### src/rtl/mul_div_unit.sv
// -----------------------------------------------------------------------------
// mul_div_unit
// Iterative signed multiply / divide for the execute stage.
//   op = 0 : 16x16 signed multiply, 32-bit product on {result_hi, result_lo}
//   op = 1 : 16/16 signed divide, quotient on result_lo, remainder on result_hi
// The operation runs on magnitudes for WIDTH iterations, then a single fix-up
// cycle applies the signs and registers the results.
//
// Ports
//   clk          system clock, rising edge
//   rst          synchronous active-high reset, aborts any operation
//   start        operation request, only looked at while idle
//   op           0 = multiply, 1 = divide
//   a, b         two's complement operands (multiplicand/dividend, multiplier/divisor)
//   busy         high while an operation occupies the unit
//   done         one-cycle pulse when results are valid
//   result_lo    product low half or quotient
//   result_hi    product high half or remainder
//   div_by_zero  set alongside done when a divide had a zero divisor
// -----------------------------------------------------------------------------
module mul_div_unit #(
    parameter int WIDTH = 16,
    parameter int CNT_W = 5
) (
    input  logic             clk,
    input  logic             rst,
    input  logic             start,
    input  logic             op,
    input  logic [WIDTH-1:0] a,
    input  logic [WIDTH-1:0] b,
    output logic             busy,
    output logic             done,
    output logic [WIDTH-1:0] result_lo,
    output logic [WIDTH-1:0] result_hi,
    output logic             div_by_zero
);

    typedef enum logic [1:0] {
        S_IDLE = 2'd0,
        S_RUN  = 2'd1,
        S_FIX  = 2'd2,
        S_DONE = 2'd3
    } state_e;

    state_e               state_q, state_d;
    logic                 op_q, op_d;
    logic                 sign_q, sign_d;       // sign(a) XOR sign(b)
    logic                 sign_a_q, sign_a_d;   // sign of the dividend / multiplicand
    logic [CNT_W-1:0]     cnt_q, cnt_d;
    logic [2*WIDTH-1:0]   acc_q, acc_d;         // mul: {partial hi, multiplier}; div: {remainder, dividend/quotient}
    logic [WIDTH-1:0]     opb_q, opb_d;         // mul: |multiplicand|; div: |divisor|
    logic                 busy_q, busy_d;
    logic                 done_q, done_d;
    logic [WIDTH-1:0]     res_lo_q, res_lo_d;
    logic [WIDTH-1:0]     res_hi_q, res_hi_d;
    logic                 dbz_q, dbz_d;

    logic [WIDTH-1:0]     a_mag_s;
    logic [WIDTH-1:0]     b_mag_s;
    logic [WIDTH:0]       mul_sum_s;
    logic [2*WIDTH-1:0]   mul_next_s;
    logic [WIDTH:0]       div_shift_s;
    logic [WIDTH:0]       div_diff_s;
    logic [2*WIDTH-1:0]   div_next_s;
    logic [2*WIDTH-1:0]   prod_fix_s;
    logic [WIDTH-1:0]     quo_fix_s;
    logic [WIDTH-1:0]     rem_fix_s;

    // Operand magnitudes, one iteration of each algorithm, and the sign fix-up.
    always_comb begin
        // 8000 maps onto itself, which is the correct unsigned magnitude.
        a_mag_s     = a[WIDTH-1] ? ({WIDTH{1'b0}} - a) : a;
        b_mag_s     = b[WIDTH-1] ? ({WIDTH{1'b0}} - b) : b;

        // Shift-add: add the multiplicand into the upper half when the current
        // multiplier LSB is set, then shift the whole accumulator right, carry included.
        mul_sum_s   = {1'b0, acc_q[2*WIDTH-1:WIDTH]} + {1'b0, opb_q};
        if (acc_q[0]) begin
            mul_next_s = {mul_sum_s, acc_q[WIDTH-1:1]};
        end else begin
            mul_next_s = {1'b0, acc_q[2*WIDTH-1:1]};
        end

        // Restoring division: shift the next dividend bit into the remainder,
        // keep the difference only when it did not go negative.
        div_shift_s = {acc_q[2*WIDTH-1:WIDTH], acc_q[WIDTH-1]};
        div_diff_s  = div_shift_s - {1'b0, opb_q};
        if (!div_diff_s[WIDTH]) begin
            div_next_s = {div_diff_s[WIDTH-1:0], acc_q[WIDTH-2:0], 1'b1};
        end else begin
            div_next_s = {div_shift_s[WIDTH-1:0], acc_q[WIDTH-2:0], 1'b0};
        end

        prod_fix_s  = sign_q   ? ({(2*WIDTH){1'b0}} - acc_q) : acc_q;
        quo_fix_s   = sign_q   ? ({WIDTH{1'b0}} - acc_q[WIDTH-1:0]) : acc_q[WIDTH-1:0];
        rem_fix_s   = sign_a_q ? ({WIDTH{1'b0}} - acc_q[2*WIDTH-1:WIDTH]) : acc_q[2*WIDTH-1:WIDTH];
    end

    // Next-state and datapath control.
    always_comb begin
        state_d  = state_q;
        op_d     = op_q;
        sign_d   = sign_q;
        sign_a_d = sign_a_q;
        cnt_d    = cnt_q;
        acc_d    = acc_q;
        opb_d    = opb_q;
        res_lo_d = res_lo_q;
        res_hi_d = res_hi_q;
        dbz_d    = dbz_q;

        case (state_q)
            S_IDLE: begin
                if (start) begin
                    if (op && (b == {WIDTH{1'b0}})) begin
                        state_d  = S_DONE;
                        res_lo_d = {WIDTH{1'b1}};
                        res_hi_d = a;
                        dbz_d    = 1'b1;
                    end else begin
                        state_d  = S_RUN;
                        op_d     = op;
                        sign_d   = a[WIDTH-1] ^ b[WIDTH-1];
                        sign_a_d = a[WIDTH-1];
                        cnt_d    = {CNT_W{1'b0}};
                        if (op) begin
                            acc_d = {{WIDTH{1'b0}}, a_mag_s};
                            opb_d = b_mag_s;
                        end else begin
                            acc_d = {{WIDTH{1'b0}}, b_mag_s};
                            opb_d = a_mag_s;
                        end
                    end
                end else begin
                    state_d = S_IDLE;
                end
            end
            S_RUN: begin
                acc_d = op_q ? div_next_s : mul_next_s;
                cnt_d = cnt_q + CNT_W'(1);
                if (cnt_q == CNT_W'(WIDTH - 1)) begin
                    state_d = S_FIX;
                end else begin
                    state_d = S_RUN;
                end
            end
            S_FIX: begin
                if (op_q) begin
                    res_lo_d = quo_fix_s;
                    res_hi_d = rem_fix_s;
                end else begin
                    res_lo_d = prod_fix_s[WIDTH-1:0];
                    res_hi_d = prod_fix_s[2*WIDTH-1:WIDTH];
                end
                dbz_d   = 1'b0;
                state_d = S_DONE;
            end
            S_DONE: begin
                state_d = S_IDLE;
            end
            default: begin
                state_d = S_IDLE;
            end
        endcase

        // Status flags are registered from the next state so they line up with it.
        busy_d = (state_d == S_RUN) || (state_d == S_FIX);
        done_d = (state_d == S_DONE);
    end

    // State and datapath registers with synchronous reset.
    always_ff @(posedge clk) begin
        if (rst) begin
            state_q  <= S_IDLE;
            op_q     <= 1'b0;
            sign_q   <= 1'b0;
            sign_a_q <= 1'b0;
            cnt_q    <= {CNT_W{1'b0}};
            acc_q    <= {(2*WIDTH){1'b0}};
            opb_q    <= {WIDTH{1'b0}};
            busy_q   <= 1'b0;
            done_q   <= 1'b0;
            res_lo_q <= {WIDTH{1'b0}};
            res_hi_q <= {WIDTH{1'b0}};
            dbz_q    <= 1'b0;
        end else begin
            state_q  <= state_d;
            op_q     <= op_d;
            sign_q   <= sign_d;
            sign_a_q <= sign_a_d;
            cnt_q    <= cnt_d;
            acc_q    <= acc_d;
            opb_q    <= opb_d;
            busy_q   <= busy_d;
            done_q   <= done_d;
            res_lo_q <= res_lo_d;
            res_hi_q <= res_hi_d;
            dbz_q    <= dbz_d;
        end
    end

    assign busy        = busy_q;
    assign done        = done_q;
    assign result_lo   = res_lo_q;
    assign result_hi   = res_hi_q;
    assign div_by_zero = dbz_q;

endmodule
### config.mk
export PLATFORM = sky130hd
export DESIGN_NAME = mul_div_unit
export DESIGN_NICKNAME = d
export VERILOG_FILES = /design/src/rtl/mul_div_unit.sv
export SDC_FILE = /design/constraint.sdc
export NUM_CORES = 1
export LEC_CHECK = 0
export ABC_AREA = 1
export CAP_MARGIN = 20
export CORE_MARGIN = 2
export CORE_UTILIZATION = 40
export DETAILED_ROUTE_END_ITERATION = 10
export RECOVER_POWER = 25
export SLEW_MARGIN = 20
export SYNTH_ARGS = -nofsm -noshare
export SYNTH_HDL_FRONTEND = slang
export SYNTH_SLANG_ARGS = --single-unit
export TNS_END_PERCENT = 1
### constraint.sdc
create_clock -name clk -period 6.5 [get_ports clk]
set_clock_uncertainty 0.15 [all_clocks]
set_input_delay 1.3 -clock clk [delete_from_list [all_inputs] [get_ports clk]]
set_output_delay 1.3 -clock clk [all_outputs]
set_load 0.1 [all_outputs]
==> summary.md <==
| Metric | Value |
|---|---|
| Status | completed |
| Max frequency | about 240 MHz |
| Routing usage on met3 | under 10% |
| Most used DFF post-synth | dfxtp_1 |
| Total Routing Usage GR | roughly a quarter |
| Die Ht | 151 um |
| Full die area | roughly 23000 um^2 |
| Dpl cell area | about 9500 um^2 |
| CTS max path bufs | 2 |
| Cell mode on critical path | nand3_2 |
| Fin crit share | between 60% and 70% |
| Initial antenna violation count | 1 |
| Compound-Gate Fraction of Synth Area | 19.2% |
| Commonest cells in the netlist | 398 x nand2_1, 202 x inv_1, 158 x a21oi_1, 150 x nand3_1, 116 x nor2_1 |
| Largest family of logic cells by synthesized area | simple AND/OR/NAND/NOR gates |
| CTS tree | done |
| Final Max Tran Viols | 0 |
| Final TNS setup | 0 ns |
| Sequential-to-total area share from yosys stat | a little over a fifth |
| Seq cells post-synth | slightly above 90 |
| 1st-pass router iterations | 5 |
| Critical path endpoint category | register |
| CTS buffer count | 9 |
| CP max-delay cell | dlygate4sd3_1 |
| Root buf cell | clkbuf_16 |
| Xor and xnor area share after synthesis | around 2.6% |
| DP Worst Slack | between 1.5 and 2 ns |
| Power, Total | 2.27 mW |
| Minimum clock period | 4.22 ns |
| GP Congestion | ~0.93 |
| Hold Crit Class | register to register |
| Final Instance Area | around 9800 um^2 |
| Drt drc | 0 |
| Worst R2R End | acc_q[3] |
| Synth area leader | dfxtp_1 |
| # setup viols final | 0 |
| Worst-skew pair later-pin latency | ~0.37 ns |
| RSZ-0062 raised after global routing | no |
| Worst path buffer plus inverter count | 3 |
| CP Depth | 10 |
| Final ANT Viol Nets | 0 |
| Fin nets | between 1.5k and 2k |
| WL final | roughly 30 mm |
| Slew headroom | 33.1% |
| Hold Path Origin | result_hi[15] |
| Vias in the first global route | around 8.6k |
| Initial Util | between 40% and 50% |
| Startpoint Class | input port |
| Post-Synth Simple-Gate Area | around two fifths |
| Vias per cell | roughly 5.4 |
| Crit path DAT | between 4 and 5 ns |
| Crit-path cells | dlygate4sd3_1 > inv_1 > nand3_1 > nor2_1 > nand3_2 > nand3_2 > nand2_2 > inv_2 > o21ai_0 > a21oi_1 |
| Total gr overflow | 0 |
| Number of synthesized flops with an enable pin | 0 |
| P_leak | about 4.6 nW |
| Asr flop ratio synth | 0% |
| Met1 usage | 37.3% |
| Synth cell types | 43 |
| Worst setup path endpoint | acc_q[3] |
| Global-route wire length before repair | 46.6 mm |
| Post-synthesis mux area share | 0% |
| DR WL/cell | 16.7 um |
| DP HPWL | roughly 23 mm |
| Most common cell in the synthesized netlist | nand2_1 |
| Reg-to-reg setup timing slack | roughly 3.4 ns |
| Post-Syn Area | 8650 um^2 |
| Fin cells | ~1.8k |
| Worst-path fanout max | 31 |
| Gr busiest metal | met2 |
| Via count | a little under 10k |
| Ant diodes | 0 |
| Layout cell share with drive strength beyond 1 | around 6.1% |
| CP max stage delay | between 0.7 and 0.8 ns |
| Crit path required time | roughly 6.7 ns |
| Placed Cells incl. Taps | about 1.8k |
| FF-to-FF path depth | 7 |
| Fin worst setup slack | 2.28 ns |
| Crit Path Class | input port to register |
| IO Pins | 71 |
| Met2 Use GR | roughly two fifths |
| CP delay by family, top | buffers and inverters |
| Final hold vios | 0 |
| Min Hold Slack | 0.314 ns |
| Hold_buf cts | 0 |
| Post-CTS Setup Bufs | 0 |
| Gate Count Post-Synth | approximately 1.5k |
| Largest net degree at the start of global routing | slightly below 50 |
| CTS clk-pin slew, worst paths | approximately 0.08 ns |
| Net Count, Synth | approximately 1.6k |
| Post-CTS Resized | 0 |
| Adder-cell share of the synthesized area | under 10% |
| Worst Hold Depth | 2 |
| Num rows | 53 |
| Clock sinks | between 90 and 100 |
| Synth Area per Inst | 5.82 um^2 |
| Syn. warnings | 0 |
| Initial DRC Count | 919 |
| Core footprint | approximately 21000 um^2 |
| Crit path from | b[15] |
| Reg2reg start | state_q[0] |
| Final core occ | between 40% and 50% |
| Maxcap violations | 0 |
| Die width | roughly 150 um |
| Area growth, synth to finish | 13.2% |
| H-tree levels | 3 |
| Synth top area share | 21.5% |
| Worst VDD drop | roughly 0.00013 V |
| IO buf count | 70 |
| Top post-synthesis cells by area | dfxtp_1 22%, nand2_1 17%, a21oi_1 9.1% |
| PwrDens | around 230 nW/um^2 |
| Slew @ Worst Pin | 1.00 ns |
-- logic make-up (layout without fill, tap and decap cells) --
family / after synthesis / count (layout)
AND/OR/NAND/NOR: 744 / 744
AO/OA/AOI/OAI: 312 / 312
buffers and inverters: 271 / 307
flip-flops: 93 / 93
adder cells (fa/ha/maj): 41 / 41
XOR/XNOR: 26 / 26
-- cell type report --
cell class | instances | area [um^2]
clock buffer | 9 | 225
clock inverter | 7 | 88.8
fill | 2310 | 11400
inverter | 213 | 800
multi-input combinational | 1123 | 5720
sequential | 93 | 1860
tap | 275 | 344
timing repair buffer | 78 | 756
-- cells in the final DEF, fill, tap and decap left out, drive strengths merged, types with 8 or more instances in the layout --
cell,instances
nand4,12
dfxtp,93
nor3,14
nor2,123
nand2,419
nand3,163
clkbuf,9
a21oi,169
o21ai,118
ha,39
buf,9
xor2,20
inv,216
a31oi,8
dlygate4sd3,31
clkdlybuf4s50,38
-- metal layers --
layer	vias up	wire length, um
met4	2	852
met1	4360	13800
li1	4892	-
met5	-	13
met3	42	2030
met2	329	13300
-- registers in the layout (all words and copies together) (netlist names) --
signal and flops:
cnt_q 5, op_q 1, sign_q 1, div_by_zero 1
sign_a_q 1, opb_q 16, done 1, acc_q 32
result_hi 16, busy 1, result_lo 16, state_q 2
-- power by group --
part	leakage, nW	switching, mW	internal (mW)
Clock	0.153	0.293	0.278
Sequential	0.764	0.0632	0.623
Combinational	3.71	0.718	0.297
-- worst min-delay path, stage by stage, from the launching register on --
cell and delay (ns):
dfxtp_1 0.31, nand2_1 0.06, a21oi_1 0.05
-- how the worst min path moves through the flow --
stage,slack [ns],end
after floorplan,0.30,opb_q[3]
after global placement,0.31,result_hi[11]
after detailed placement,0.31,result_hi[14]
after CTS,0.32,result_hi[13]
after global routing,0.33,result_hi[14]
final,0.31,result_hi[15]
No activity file was read; power rests on OpenSTA's default activity.
